[config.mk]
export PLATFORM = sky130hd
export DESIGN_NAME = alarm_controller
export DESIGN_NICKNAME = d
export VERILOG_FILES = /design/src/rtl/clock_alarm_pkg.sv /design/src/rtl/alarm_time_register.sv /design/src/rtl/alarm_controller.sv
export SDC_FILE = /design/constraint.sdc
export NUM_CORES = 1
export LEC_CHECK = 0
export CAP_MARGIN = 15
export CELL_PAD_IN_SITES_DETAIL_PLACEMENT = 1
export CELL_PAD_IN_SITES_GLOBAL_PLACEMENT = 1
export CORE_MARGIN = 4
export CORE_UTILIZATION = 29
export CTS_CLUSTER_SIZE = 28
export DETAILED_ROUTE_END_ITERATION = 12
export PLACE_DENSITY = 0.66
export SYNTH_ARGS = -nofsm -noshare
export SYNTH_HDL_FRONTEND = slang
export SYNTH_HIERARCHICAL = 1
export SYNTH_SLANG_ARGS = --single-unit
[constraint.sdc]
create_clock -name clk -period 2.3 [get_ports clk]
set_input_delay 0.46 -clock clk [delete_from_list [all_inputs] [get_ports clk]]
set_output_delay 0.46 -clock clk [all_outputs]
set_load 0.02 [all_outputs]
[src/rtl/clock_alarm_pkg.sv]
// Shared types and digit constants for the alarm clock blocks.
package clock_alarm_pkg;

  typedef enum logic [1:0] {
    DISABLED = 2'd0,
    ARMED    = 2'd1,
    RINGING  = 2'd2,
    SNOOZE   = 2'd3
  } alarm_state_t;

  // BCD digit widths: hours tens/units, minutes tens/units
  localparam int HT_W = 2;
  localparam int HU_W = 4;
  localparam int MT_W = 3;
  localparam int MU_W = 4;

  // Highest hour in 24-hour format and highest minutes tens digit
  localparam int MAX_H  = 23;
  localparam int MAX_MT = 5;

endpackage : clock_alarm_pkg

[src/rtl/alarm_time_register.sv]
// Alarm time storage: four BCD digits (HH:MM) with minute/hour increment
// and wrap rules. Minutes never carry into hours.
module alarm_time_register
  import clock_alarm_pkg::*;
(
  input  logic            clk,
  input  logic            reset,        // synchronous, active-low
  input  logic            set_alarm_i,
  input  logic            min_inc_i,
  input  logic            hr_inc_i,
  output logic [HT_W-1:0] al_h_t_o,
  output logic [HU_W-1:0] al_h_u_o,
  output logic [MT_W-1:0] al_m_t_o,
  output logic [MU_W-1:0] al_m_u_o
);

  localparam logic [HT_W-1:0] H_T_MAX  = HT_W'(MAX_H / 10);
  localparam logic [HU_W-1:0] H_U_MAX  = HU_W'(MAX_H % 10);
  localparam logic [MT_W-1:0] M_T_MAX  = MT_W'(MAX_MT);
  localparam logic [HU_W-1:0] DIGIT_9H = HU_W'(9);
  localparam logic [MU_W-1:0] DIGIT_9M = MU_W'(9);

  logic [HT_W-1:0] h_t_q, h_t_d;
  logic [HU_W-1:0] h_u_q, h_u_d;
  logic [MT_W-1:0] m_t_q, m_t_d;
  logic [MU_W-1:0] m_u_q, m_u_d;

  // Next-state digits; minute and hour edits are independent so both apply together
  always_comb begin
    h_t_d = h_t_q;
    h_u_d = h_u_q;
    m_t_d = m_t_q;
    m_u_d = m_u_q;

    if (set_alarm_i && min_inc_i) begin
      if (m_u_q >= DIGIT_9M) begin
        m_u_d = '0;
        m_t_d = (m_t_q >= M_T_MAX) ? '0 : m_t_q + 1'b1;
      end else begin
        m_u_d = m_u_q + 1'b1;
      end
    end

    if (set_alarm_i && hr_inc_i) begin
      if (h_t_q == H_T_MAX && h_u_q >= H_U_MAX) begin
        h_t_d = '0;
        h_u_d = '0;
      end else if (h_u_q >= DIGIT_9H) begin
        h_u_d = '0;
        h_t_d = h_t_q + 1'b1;
      end else begin
        h_u_d = h_u_q + 1'b1;
      end
    end
  end

  // Digit registers, cleared to 00:00 on reset
  always_ff @(posedge clk) begin
    if (!reset) begin
      h_t_q <= '0;
      h_u_q <= '0;
      m_t_q <= '0;
      m_u_q <= '0;
    end else begin
      h_t_q <= h_t_d;
      h_u_q <= h_u_d;
      m_t_q <= m_t_d;
      m_u_q <= m_u_d;
    end
  end

  assign al_h_t_o = h_t_q;
  assign al_h_u_o = h_u_q;
  assign al_m_t_o = m_t_q;
  assign al_m_u_o = m_u_q;

endmodule : alarm_time_register

[src/rtl/alarm_controller.sv]
// Alarm controller: compares running time against the stored alarm time and
// runs the DISABLED/ARMED/RINGING/SNOOZE state machine driving the buzzer.
module alarm_controller
  import clock_alarm_pkg::*;
#(
  parameter int RING_TICKS   = 60,
  parameter int SNOOZE_TICKS = 300,
  parameter int CNT_W = $clog2(((RING_TICKS > SNOOZE_TICKS) ? RING_TICKS : SNOOZE_TICKS) + 1)
) (
  input  logic            clk,
  input  logic            reset,        // synchronous, active-low
  input  logic            tick,
  input  logic [HT_W-1:0] time_h_t,
  input  logic [HU_W-1:0] time_h_u,
  input  logic [MT_W-1:0] time_m_t,
  input  logic [MU_W-1:0] time_m_u,
  input  logic [2:0]      time_s_t,
  input  logic [3:0]      time_s_u,
  input  logic            alarm_en,
  input  logic            set_alarm,
  input  logic            min_inc,
  input  logic            hr_inc,
  input  logic            alarm_off,
  input  logic            snooze,
  output logic            alarm_out,
  output logic            alarm_active,
  output logic [HT_W-1:0] al_h_t,
  output logic [HU_W-1:0] al_h_u,
  output logic [MT_W-1:0] al_m_t,
  output logic [MU_W-1:0] al_m_u,
  output logic [1:0]      state
);

  localparam logic [CNT_W-1:0] RING_LOAD   = CNT_W'(RING_TICKS);
  localparam logic [CNT_W-1:0] SNOOZE_LOAD = CNT_W'(SNOOZE_TICKS);
  localparam logic [CNT_W-1:0] CNT_LAST    = CNT_W'(1);

  alarm_state_t     state_q;
  logic [CNT_W-1:0] cnt_q;
  logic             alarm_out_q;
  logic             alarm_active_q;
  logic             match;

  alarm_time_register u_time_reg (
    .clk         (clk),
    .reset       (reset),
    .set_alarm_i (set_alarm),
    .min_inc_i   (min_inc),
    .hr_inc_i    (hr_inc),
    .al_h_t_o    (al_h_t),
    .al_h_u_o    (al_h_u),
    .al_m_t_o    (al_m_t),
    .al_m_u_o    (al_m_u)
  );

  // Trigger only on a tick at second 00 so one alarm minute fires once
  always_comb begin
    match = tick && (state_q == ARMED) && !set_alarm &&
            (time_h_t == al_h_t) && (time_h_u == al_h_u) &&
            (time_m_t == al_m_t) && (time_m_u == al_m_u) &&
            (time_s_t == 3'd0) && (time_s_u == 4'd0);
  end

  // Alarm FSM with shared tick down-counter and registered outputs
  always_ff @(posedge clk) begin
    if (!reset) begin
      state_q        <= DISABLED;
      cnt_q          <= '0;
      alarm_out_q    <= 1'b0;
      alarm_active_q <= 1'b0;
    end else if (!alarm_en) begin
      state_q        <= DISABLED;
      cnt_q          <= '0;
      alarm_out_q    <= 1'b0;
      alarm_active_q <= 1'b0;
    end else begin
      case (state_q)
        DISABLED: begin
          state_q        <= ARMED;
          cnt_q          <= '0;
          alarm_out_q    <= 1'b0;
          alarm_active_q <= 1'b0;
        end
        ARMED: begin
          if (match) begin
            state_q        <= RINGING;
            cnt_q          <= RING_LOAD;
            alarm_out_q    <= 1'b1;
            alarm_active_q <= 1'b1;
          end
        end
        RINGING: begin
          if (set_alarm || alarm_off) begin
            state_q        <= ARMED;
            cnt_q          <= '0;
            alarm_out_q    <= 1'b0;
            alarm_active_q <= 1'b0;
          end else if (snooze) begin
            state_q        <= SNOOZE;
            cnt_q          <= SNOOZE_LOAD;
            alarm_out_q    <= 1'b0;
            alarm_active_q <= 1'b1;
          end else if (tick) begin
            if (cnt_q == CNT_LAST) begin
              state_q        <= ARMED;
              cnt_q          <= '0;
              alarm_out_q    <= 1'b0;
              alarm_active_q <= 1'b0;
            end else begin
              cnt_q       <= cnt_q - 1'b1;
              alarm_out_q <= ~alarm_out_q;
            end
          end
        end
        SNOOZE: begin
          // Further snooze pulses are deliberately ignored here
          if (set_alarm || alarm_off) begin
            state_q        <= ARMED;
            cnt_q          <= '0;
            alarm_out_q    <= 1'b0;
            alarm_active_q <= 1'b0;
          end else if (tick) begin
            if (cnt_q == CNT_LAST) begin
              state_q        <= RINGING;
              cnt_q          <= RING_LOAD;
              alarm_out_q    <= 1'b1;
              alarm_active_q <= 1'b1;
            end else begin
              cnt_q <= cnt_q - 1'b1;
            end
          end
        end
        default: begin
          state_q        <= DISABLED;
          cnt_q          <= '0;
          alarm_out_q    <= 1'b0;
          alarm_active_q <= 1'b0;
        end
      endcase
    end
  end

  assign alarm_out    = alarm_out_q;
  assign alarm_active = alarm_active_q;
  assign state        = state_q;

endmodule : alarm_controller

==> results.cfg, run 1 <==
[timing]
fin_crit_sh_pct = 94.9
max_clock_freq_ghz = 0.458
worst_pin_slew_ps = 503
rsz0062_at_grt = false
finalCriticalPeriod_ps = 2180
clock_skew_ps = 5.29
finalSetupViolations = 0
setup_tns_ps = 0
final-hold-violation-count = 0
slew_headroom_pct = 66.2
drv_slew = 0

[route]
drtIter0Drc = 65
vias = 1962
firstDrtPassIters = 4
post_drt_via_cell_ratio = 5.36
drc = 0
wl_per_cell_um = 16.3
ant_nets = 0
wl_mm = 5.98

[cts]
clock_latency_ps = 270
cts_max_path_buffers = 2
path_clk_slew_ps = 100
cts_buffers = 3
clock-sinks = 25
clk_root_buffer_cell = clkbuf_8
cts_tree = yes
htreeDepth = 1

[floorplan]
die-area_um2 = 7600
rows = 28
fp.dieH_um = 87.2
coreArea_um2 = 5990
die_w_um = 87.2
initial_core_util_pct = 30.3
ioPinCount = 46

[worst_setup_path]
worstPathCellList = clkdlybuf4s50_1 > nor4b_2 > nand4_1 > or4_1 > buf_4 > a32oi_2 > mux2i_1
reg2reg_to = state[0]$_SDFFE_PN0P_
crit_path_max_incr_delay_ps = 490
crit_arrival_ps = 2400
crit_path_end = alarm_out$_SDFFE_PN0P_
start_kind = input pin
crit_slowest_cell = or4_1
cp.required_ps = 2510
critical_path_class = in -> reg
reg2reg_depth = 6
rr_startpoint = cnt_q[0]$_SDFFE_PN0P_
r2r_slack_ps = 120
critPathMaxFanout = 11
startpoint = time_s_t[1]
end_kind = flop

[finish]
finalNonFillerCells = 366
final_nets = 331
final_common_cell = clkdlybuf4s50_1
antenna_cells = 0
final_cell_mix = clkdlybuf4s50_1 (44), buf_4 (32), dfxtp_1 (25)
syn2layout_area_growth_pct = 43.5
seqCellArea_um2 = 500
drive_gt1_share_pct = 17.2
num-fill-cells = 732
multi_input_comb_area_um2 = 1250
finish.utilization_pct = 43.5

[synthesis]
ys_async_sr_fraction_pct = 0
synth-simple-area-share_pct = 29.6
synth_seq_area_share_pct = 27.5
synth_xor_area_share_pct = 7.71
synth_fa_ha_area_share_pct = 6.88
synth.ff_latch_count = 25
ys.flop_type = dfxtp_1
synth_top_family_by_area = simple AND/OR/NAND/NOR gates
synth_cell_types = 57
netlist_instances = 221
yosysWarnings = 6
synth_fp_nets = 260
synth-edff-count = 0
synth.cell_area_um2 = 1820
synthMuxAreaShare_pct = 0.551
synth_compound_area_share_pct = 23.7
syn_area_per_cell_um2 = 8.23

[grt]
grt-ovfl-total = 0
grt_max_degree = 14
grt_antenna_before_repair = 0
grt_pass1_wl_mm = 9.74
grt_pass1_vias = 2068
groute.usage.overall_pct = 15.9

[job]
cap_violations = 0

[power]
power.total_uw = 1020
p_per_area_nw_per_um2 = 390
ir_worst_vdd_v = 0.000198
leakage_uw = 0.000944

[placement]
place_congestion = 0.769
dp_cells = 362
portBuffers = 45
hpwl_mm = 4.72

[status]
outcome = finished clean

[min_path]
min_path_type = reg -> reg
-- timing repair --
action / 4_1_cts / 5_1_grt
buffers inserted: 0 / 0
setup endpoints to repair: 0 / 9
resized for setup: 0 / 2
hold buffers: 0 / 0
-- critical path: cells and delay by family --
family          cells  cell delay, ps
compound gates      1             190
buf+inv             2             620
simple gates        3             940
mux                 1             190
-- metrics by stage --
| step | setup WS (ps) | hold slack, ps | area [µm²] |
|---|---|---|---|
| after floorplan | 334 | 464 | 1820 |
| after global placement | -204 | 472 | 2550 |
| after detailed placement | -283 | 487 | 2550 |
| after CTS | 10.2 | 505 | 2600 |
| after global routing | 16.1 | 545 | 2610 |
| final | 117 | 500 | 2610 |
-- cells by family after synthesis --
group,count (synthesis)
buf+inv,18
mux,1
simple gates,88
fa+ha+maj,10
xor+xnor,16
compound gates,63
flops,25
-- layout make-up --
class	count	area share [%]
sequential	25	19.2
multi-input combinational	178	47.9
timing repair buffer	77	26.6
inverter	7	1.01
tap	75	3.60
clock buffer	4	1.73
-- metal layers --
metal / routed length (µm) / track usage (%) / share of wire [%]
met1: 2980 / 22.2 / 50
met2: 2750 / 26.0 / 46
met3: 226 / 1.89 / 3.8
met4: 29 / 3.49 / 0.48
met5: 0 / 0 / 0
-- synthesized netlist by cell type, drive strengths merged, types with 5 or more instances --
cell type	instances	area, µm²
inv	7	26.3
xnor2	15	131
nor3	6	30.0
ha	10	125
o21ai	15	75.1
a21oi	15	75.1
dfxtp	25	500
clkbuf	6	22.5
nand4	6	37.5
nand2	15	56.3
nand3	12	65.1
buf	5	25.0
or4	6	48.8
a31oi	5	31.3
nor2	11	41.3
-- state kept, by name (all words and copies together), names as in the netlist --
| name | cells |
|---|---|
| cnt_q | 9 |
| u_time_reg/al_h_u_o | 4 |
| u_time_reg/al_m_u_o | 4 |
| u_time_reg/al_m_t_o | 3 |
| state | 2 |
| u_time_reg/al_h_t_o | 2 |
| alarm_out | 1 |
-- power by group --
part	leakage [µW]	total, µW	switching, µW	internal, µW
Sequential	0.000202	458	14.8	443
Clock	0.0000228	278	154	124
Combinational	0.000719	281	136	145
Total	0.000944	1020	304	713
-- worst min-delay path by stage --
stage | start | end | cells past startpoint
after floorplan | cnt_q[3]$_SDFFE_PN0P_ | cnt_q[3]$_SDFFE_PN0P_ | 2
after global placement | alarm_out$_SDFFE_PN0P_ | alarm_out$_SDFFE_PN0P_ | 2
after detailed placement | alarm_out$_SDFFE_PN0P_ | alarm_out$_SDFFE_PN0P_ | 2
after global routing | alarm_out$_SDFFE_PN0P_ | alarm_out$_SDFFE_PN0P_ | 2
final | alarm_out$_SDFFE_PN0P_ | alarm_out$_SDFFE_PN0P_ | 2
after CTS | alarm_out$_SDFFE_PN0P_ | alarm_out$_SDFFE_PN0P_ | 2
Power figures use the tool's default switching activity.
==> run 2: changes to the inputs <==
PLACE_DENSITY = 0.67   (was 0.66)
==> run 2 against run 1 <==
- highest routed layer unchanged
- largest power group unchanged
- global-route usage shrank 0.21 points
- first-iteration DRC count grew 6.2%
- critical path depth is the same
- clock power shrank 5%
- core utilization shrank 0.44 points
- wire length shrank 4.9%
- hold slack lost 13 ps
- non-clock buffer count shrank 4
- power shrank 2.4%
==> results.cfg, run 2 (synthesis gave the netlist of run 1 again) <==
[placement]
place_congestion = 0.827
dp_cells = 358
portBuffers = 45
post-place-ws_ps = -259
hpwl_mm = 4.60

[worst_setup_path]
crit_slowest_cell = or4_1
critical_path_class = in -> reg
start_kind = input pin
end_kind = flop
critPathMaxFanout = 11
cp.required_ps = 2510
crit_path_max_incr_delay_ps = 510
cp.buffers_inverters = 2
cp_top_family = simple AND/OR/NAND/NOR gates
worstPathCellList = clkdlybuf4s50_1 > xnor2_1 > nand4_1 > or4_1 > buf_4 > a32oi_2 > mux2i_1
crit_arrival_ps = 2380

[finish]
finalNonFillerCells = 362
drive_gt1_share_pct = 16.4
largest_register = cnt_q
final_nets = 327
final_common_cell = clkdlybuf4s50_1
final_cell_mix = clkdlybuf4s50_1 (44), buf_4 (28), dfxtp_1 (25)
num-fill-cells = 709
syn2layout_area_growth_pct = 42.1
largest_reg_flops = 9
antenna_cells = 0

[power]
p_per_area_nw_per_um2 = 384
ir_worst_vdd_v = 0.000197
leakage_uw = 0.000927

[grt]
grt_pass1_vias = 1965
grt_pass1_wl_mm = 9.52
groute.usage.overall_pct = 15.6
grt_max_degree = 14
grt-ovfl-total = 0
grt_antenna_before_repair = 0

[timing]
finalCriticalPeriod_ps = 2170
finalSetupViolations = 0
slew_headroom_pct = 53.3
fin_crit_sh_pct = 94.5
worst_pin_slew_ps = 699
rsz0062_at_grt = false
final-hold-violation-count = 0
drv_slew = 0
setup_slack_ps = 127
clock_skew_ps = 7.49
max_clock_freq_ghz = 0.460

[job]
cap_violations = 0

[route]
drc = 0
ant_nets = 0
post_drt_via_cell_ratio = 5.28
vias = 1913
firstDrtPassIters = 4
wl_mm = 5.69
drtIter0Drc = 69
wl_per_cell_um = 15.7

[cts]
clk_root_buffer_cell = clkbuf_8
cts_max_path_buffers = 2
path_clk_slew_ps = 90
htreeDepth = 1
clock_latency_ps = 270
cts_tree = yes
holdBufCountCts = 0
cts_setup_buffers = 0
cts_buffers = 3
clock-sinks = 25
ctsResizeCount = 0

[floorplan]
die-area_um2 = 7600
fp.dieH_um = 87.2
coreArea_um2 = 5990
initial_core_util_pct = 30.3
die_w_um = 87.2
ioPinCount = 46
rows = 28

[min_path]
min_path_type = reg -> reg

[status]
outcome = finished clean
-- run 2: changes by cell type in the layout (fill, tap and decap cells not counted), sizes merged --
cell  before  now
buf       32   28
-- run 2: cell type report --
type                            count  area, µm²  share of cell area, %
Inverter                            7       26.3                   1.02
Sequential cell                    25        500                   19.4
Multi-Input combinational cell    178       1250                   48.5
Timing Repair Buffer               73        663                   25.7
Clock buffer                        4       45.0                   1.74
Tap cell                           75       93.8                   3.63
-- run 2: routing by layer --
metal | track usage (%) | share of wire (%)
met5 | 0 | 0
met4 | 2.09 | 0.46
met3 | 2.27 | 2.8
met2 | 27.3 | 48
met1 | 20.9 | 48
-- run 2: final timing paths --
path	from	endpoint	slack [ps]	cells past startpoint
worst max register to register	cnt_q[0]$_SDFFE_PN0P_	state[0]$_SDFFE_PN0P_	180	6
worst max-delay path	time_h_u[1]	alarm_out$_SDFFE_PN0P_	130	7
worst min-delay path	alarm_out$_SDFFE_PN0P_	alarm_out$_SDFFE_PN0P_	490	2
worst min register to register	alarm_out$_SDFFE_PN0P_	alarm_out$_SDFFE_PN0P_	490	2
-- run 2: power by group --
group,leakage [µW],switching (µW),total (µW),internal (µW)
Sequential,0.000202,13.7,457,443
Clock,0.0000228,141,265,124
Combinational,0.000702,132,271,139
Total,0.000927,286,992,706
-- run 2: worst register-to-register path: cells and delay by family, from the launching register on --
| kind | cells | cell delay [ps] |
|---|---|---|
| AND/OR/NAND/NOR | 2 | 680 |
| buffers and inverters | 1 | 190 |
| adder cells (fa/ha/maj) | 1 | 200 |
| AO/OA/AOI/OAI | 2 | 560 |
| flip-flops | 1 | 400 |
-- run 2: per-stage QoR --
stage	hold WS (ps)	setup TNS [ps]	area [µm²]	total power (µW)	util, %
finish	487	0	2580	992	43.1
detailed placement	473	-2030	2520	736	42.1
CTS	487	0	2570	1010	42.9
floorplan	464	0	1820	600	-
global route	523	0	2580	1050	43.1
global placement	469	-1700	2520	733	42.1
==> run 3: changes to the inputs <==
--- a/config.mk
+++ b/config.mk
@@ -7,2 +7,3 @@
 export LEC_CHECK = 0
+export ABC_CLOCK_PERIOD_IN_PS = 2300
 export CAP_MARGIN = 15
@@ -15,2 +16,3 @@
 export PLACE_DENSITY = 0.67
+export SLEW_MARGIN = 10
 export SYNTH_ARGS = -nofsm -noshare
==> constraint.sdc (replaced) <==
create_clock -name clk -period 2.3 [get_ports clk]
set_input_delay 0.345 -clock clk [delete_from_list [all_inputs] [get_ports clk]]
set_output_delay 0.345 -clock clk [all_outputs]
set_load 0.02 [all_outputs]
==> run 3 against run 2 <==
- core utilization fell by 0.46 points
- clock skew fell by 2.3 ps
- wire length rose by 0.46%
- flip-flop and latch count did not move
- register-to-register slack barely moved
- combinational power fell by 3%
- maximum frequency rose by 1.0%
- critical path depth did not move
- highest routed layer unchanged
==> results.cfg, run 3 (synthesis gave the netlist of run 1 again) <==
[status]
outcome = finished clean

[min_path]
holdPathStages = 2
min_path_type = reg -> reg

[cts]
cts_max_path_buffers = 2
clk_root_buffer_cell = clkbuf_8
htreeDepth = 1
clock-sinks = 25
holdBufCountCts = 0
cts_tree = yes
cts_buffers = 3
clock_latency_ps = 270
path_clk_slew_ps = 90

[placement]
placed_area_um2 = 2500
post-place-ws_ps = -197
place_congestion = 0.757
hpwl_mm = 4.63
portBuffers = 45

[finish]
largest_reg_flops = 9
final_cell_mix = clkdlybuf4s50_1 (45), dfxtp_1 (25), buf_4 (25)
syn2layout_area_growth_pct = 40.5
antenna_cells = 0
finish.utilization_pct = 42.6
largest_register = cnt_q
final_common_cell = clkdlybuf4s50_1
drive_gt1_share_pct = 15.5
final_nets = 324
fin_area_um2 = 2550

[route]
ant_nets = 0
drc = 0
wl_per_cell_um = 15.9
vias = 1930
drtIter0Drc = 76
firstDrtPassIters = 4
post_drt_via_cell_ratio = 5.38
wl_mm = 5.72

[floorplan]
fp.dieH_um = 87.2
ioPinCount = 46
die-area_um2 = 7600
die_w_um = 87.2
rows = 28
initial_core_util_pct = 30.3
coreArea_um2 = 5990

[worst_setup_path]
startpoint = set_alarm
crit_path_end = alarm_out$_SDFFE_PN0P_
critical_path_class = in -> reg
crit_arrival_ps = 2340
reg2reg_to = state[0]$_SDFFE_PN0P_
rr_startpoint = cnt_q[0]$_SDFFE_PN0P_
reg2reg_depth = 6
cp.required_ps = 2490
start_kind = input pin
r2r_slack_ps = 180
end_kind = flop
critPathMaxFanout = 11

[power]
power.total_uw = 984
ir_worst_vdd_v = 0.000214
p_per_area_nw_per_um2 = 385
leakage_uw = 0.000905

[job]
cap_violations = 0

[timing]
rsz0062_at_grt = false
worst_pin_slew_ps = 669
slew_headroom_pct = 55.3
finalSetupViolations = 0
setup_slack_ps = 149
hold_ws_ps = 510
fin_crit_sh_pct = 93.5
finalCriticalPeriod_ps = 2150
clock_skew_ps = 5.19
drv_slew = 0
max_clock_freq_ghz = 0.465
final-hold-violation-count = 0

[grt]
groute.usage.overall_pct = 15.7
grt_antenna_before_repair = 0
grt_pass1_wl_mm = 9.54
grt_max_degree = 17
grt-ovfl-total = 0
grt_pass1_vias = 1985
## run 3: cell count changes in the layout (fill, tap and decap cells not counted)
cell	change
clkinv_2	+1
dlymetal6s2s_1	-1
a21oi_1	+1
clkbuf_1	-1
a21oi_2	-1
clkdlybuf4s50_1	+1
buf_4	-3
## run 3: stage by stage
step                      TNS, ps  std cells
after detailed placement     -760        355
after global placement       -154        355
after global routing            0        359
after CTS                       0        359
final                           0        359
after floorplan                 0        221
## run 3: per-layer routing
metal  global-route usage [%]  part of all wire (%)  vias up
met2                     26.2                    45       44
met4                     4.04                   1.6        0
met3                     1.99                   3.9        8
met5                        0                     0        -
met1                     21.4                    49      916
li1                         -                     -      962
## run 3: area by class of cell
class | instances | area (µm²)
tap | 75 | 93.8
sequential | 25 | 500
inverter | 7 | 26.3
fill | 728 | 3440
clock buffer | 3 | 41.3
clock inverter | 1 | 5.00
multi-input combinational | 178 | 1250
timing repair buffer | 70 | 638
## run 3: where the power goes
part / internal (µW) / switching (µW)
registers: 443 / 15.5
logic: 133 / 128
clock network: 121 / 142
## run 3: worst min-delay path by stage
stage,from,slack [ps],endpoint
6_report,cnt_q[1]$_SDFFE_PN0P_,510,cnt_q[1]$_SDFFE_PN0P_
5_1_grt,cnt_q[3]$_SDFFE_PN0P_,550,cnt_q[3]$_SDFFE_PN0P_
4_1_cts,cnt_q[8]$_SDFFE_PN0P_,520,cnt_q[8]$_SDFFE_PN0P_
3_5_place_dp,cnt_q[1]$_SDFFE_PN0P_,500,cnt_q[1]$_SDFFE_PN0P_
3_3_place_gp,alarm_out$_SDFFE_PN0P_,470,alarm_out$_SDFFE_PN0P_
2_1_floorplan,cnt_q[3]$_SDFFE_PN0P_,460,cnt_q[3]$_SDFFE_PN0P_
## run 3: repair_timing
item,CTS,global route
endpoints found under the setup margin,0,1
endpoints found under the hold margin,0,0
gates resized for setup,0,1
setup buffers,0,0
## run 3: critical path: stages
cell	delay, ps
clkdlybuf4s50_1	450
nor4b_2	270
nand4_1	160
or4_1	480
buf_4	200
a32oi_2	200
mux2i_1	230
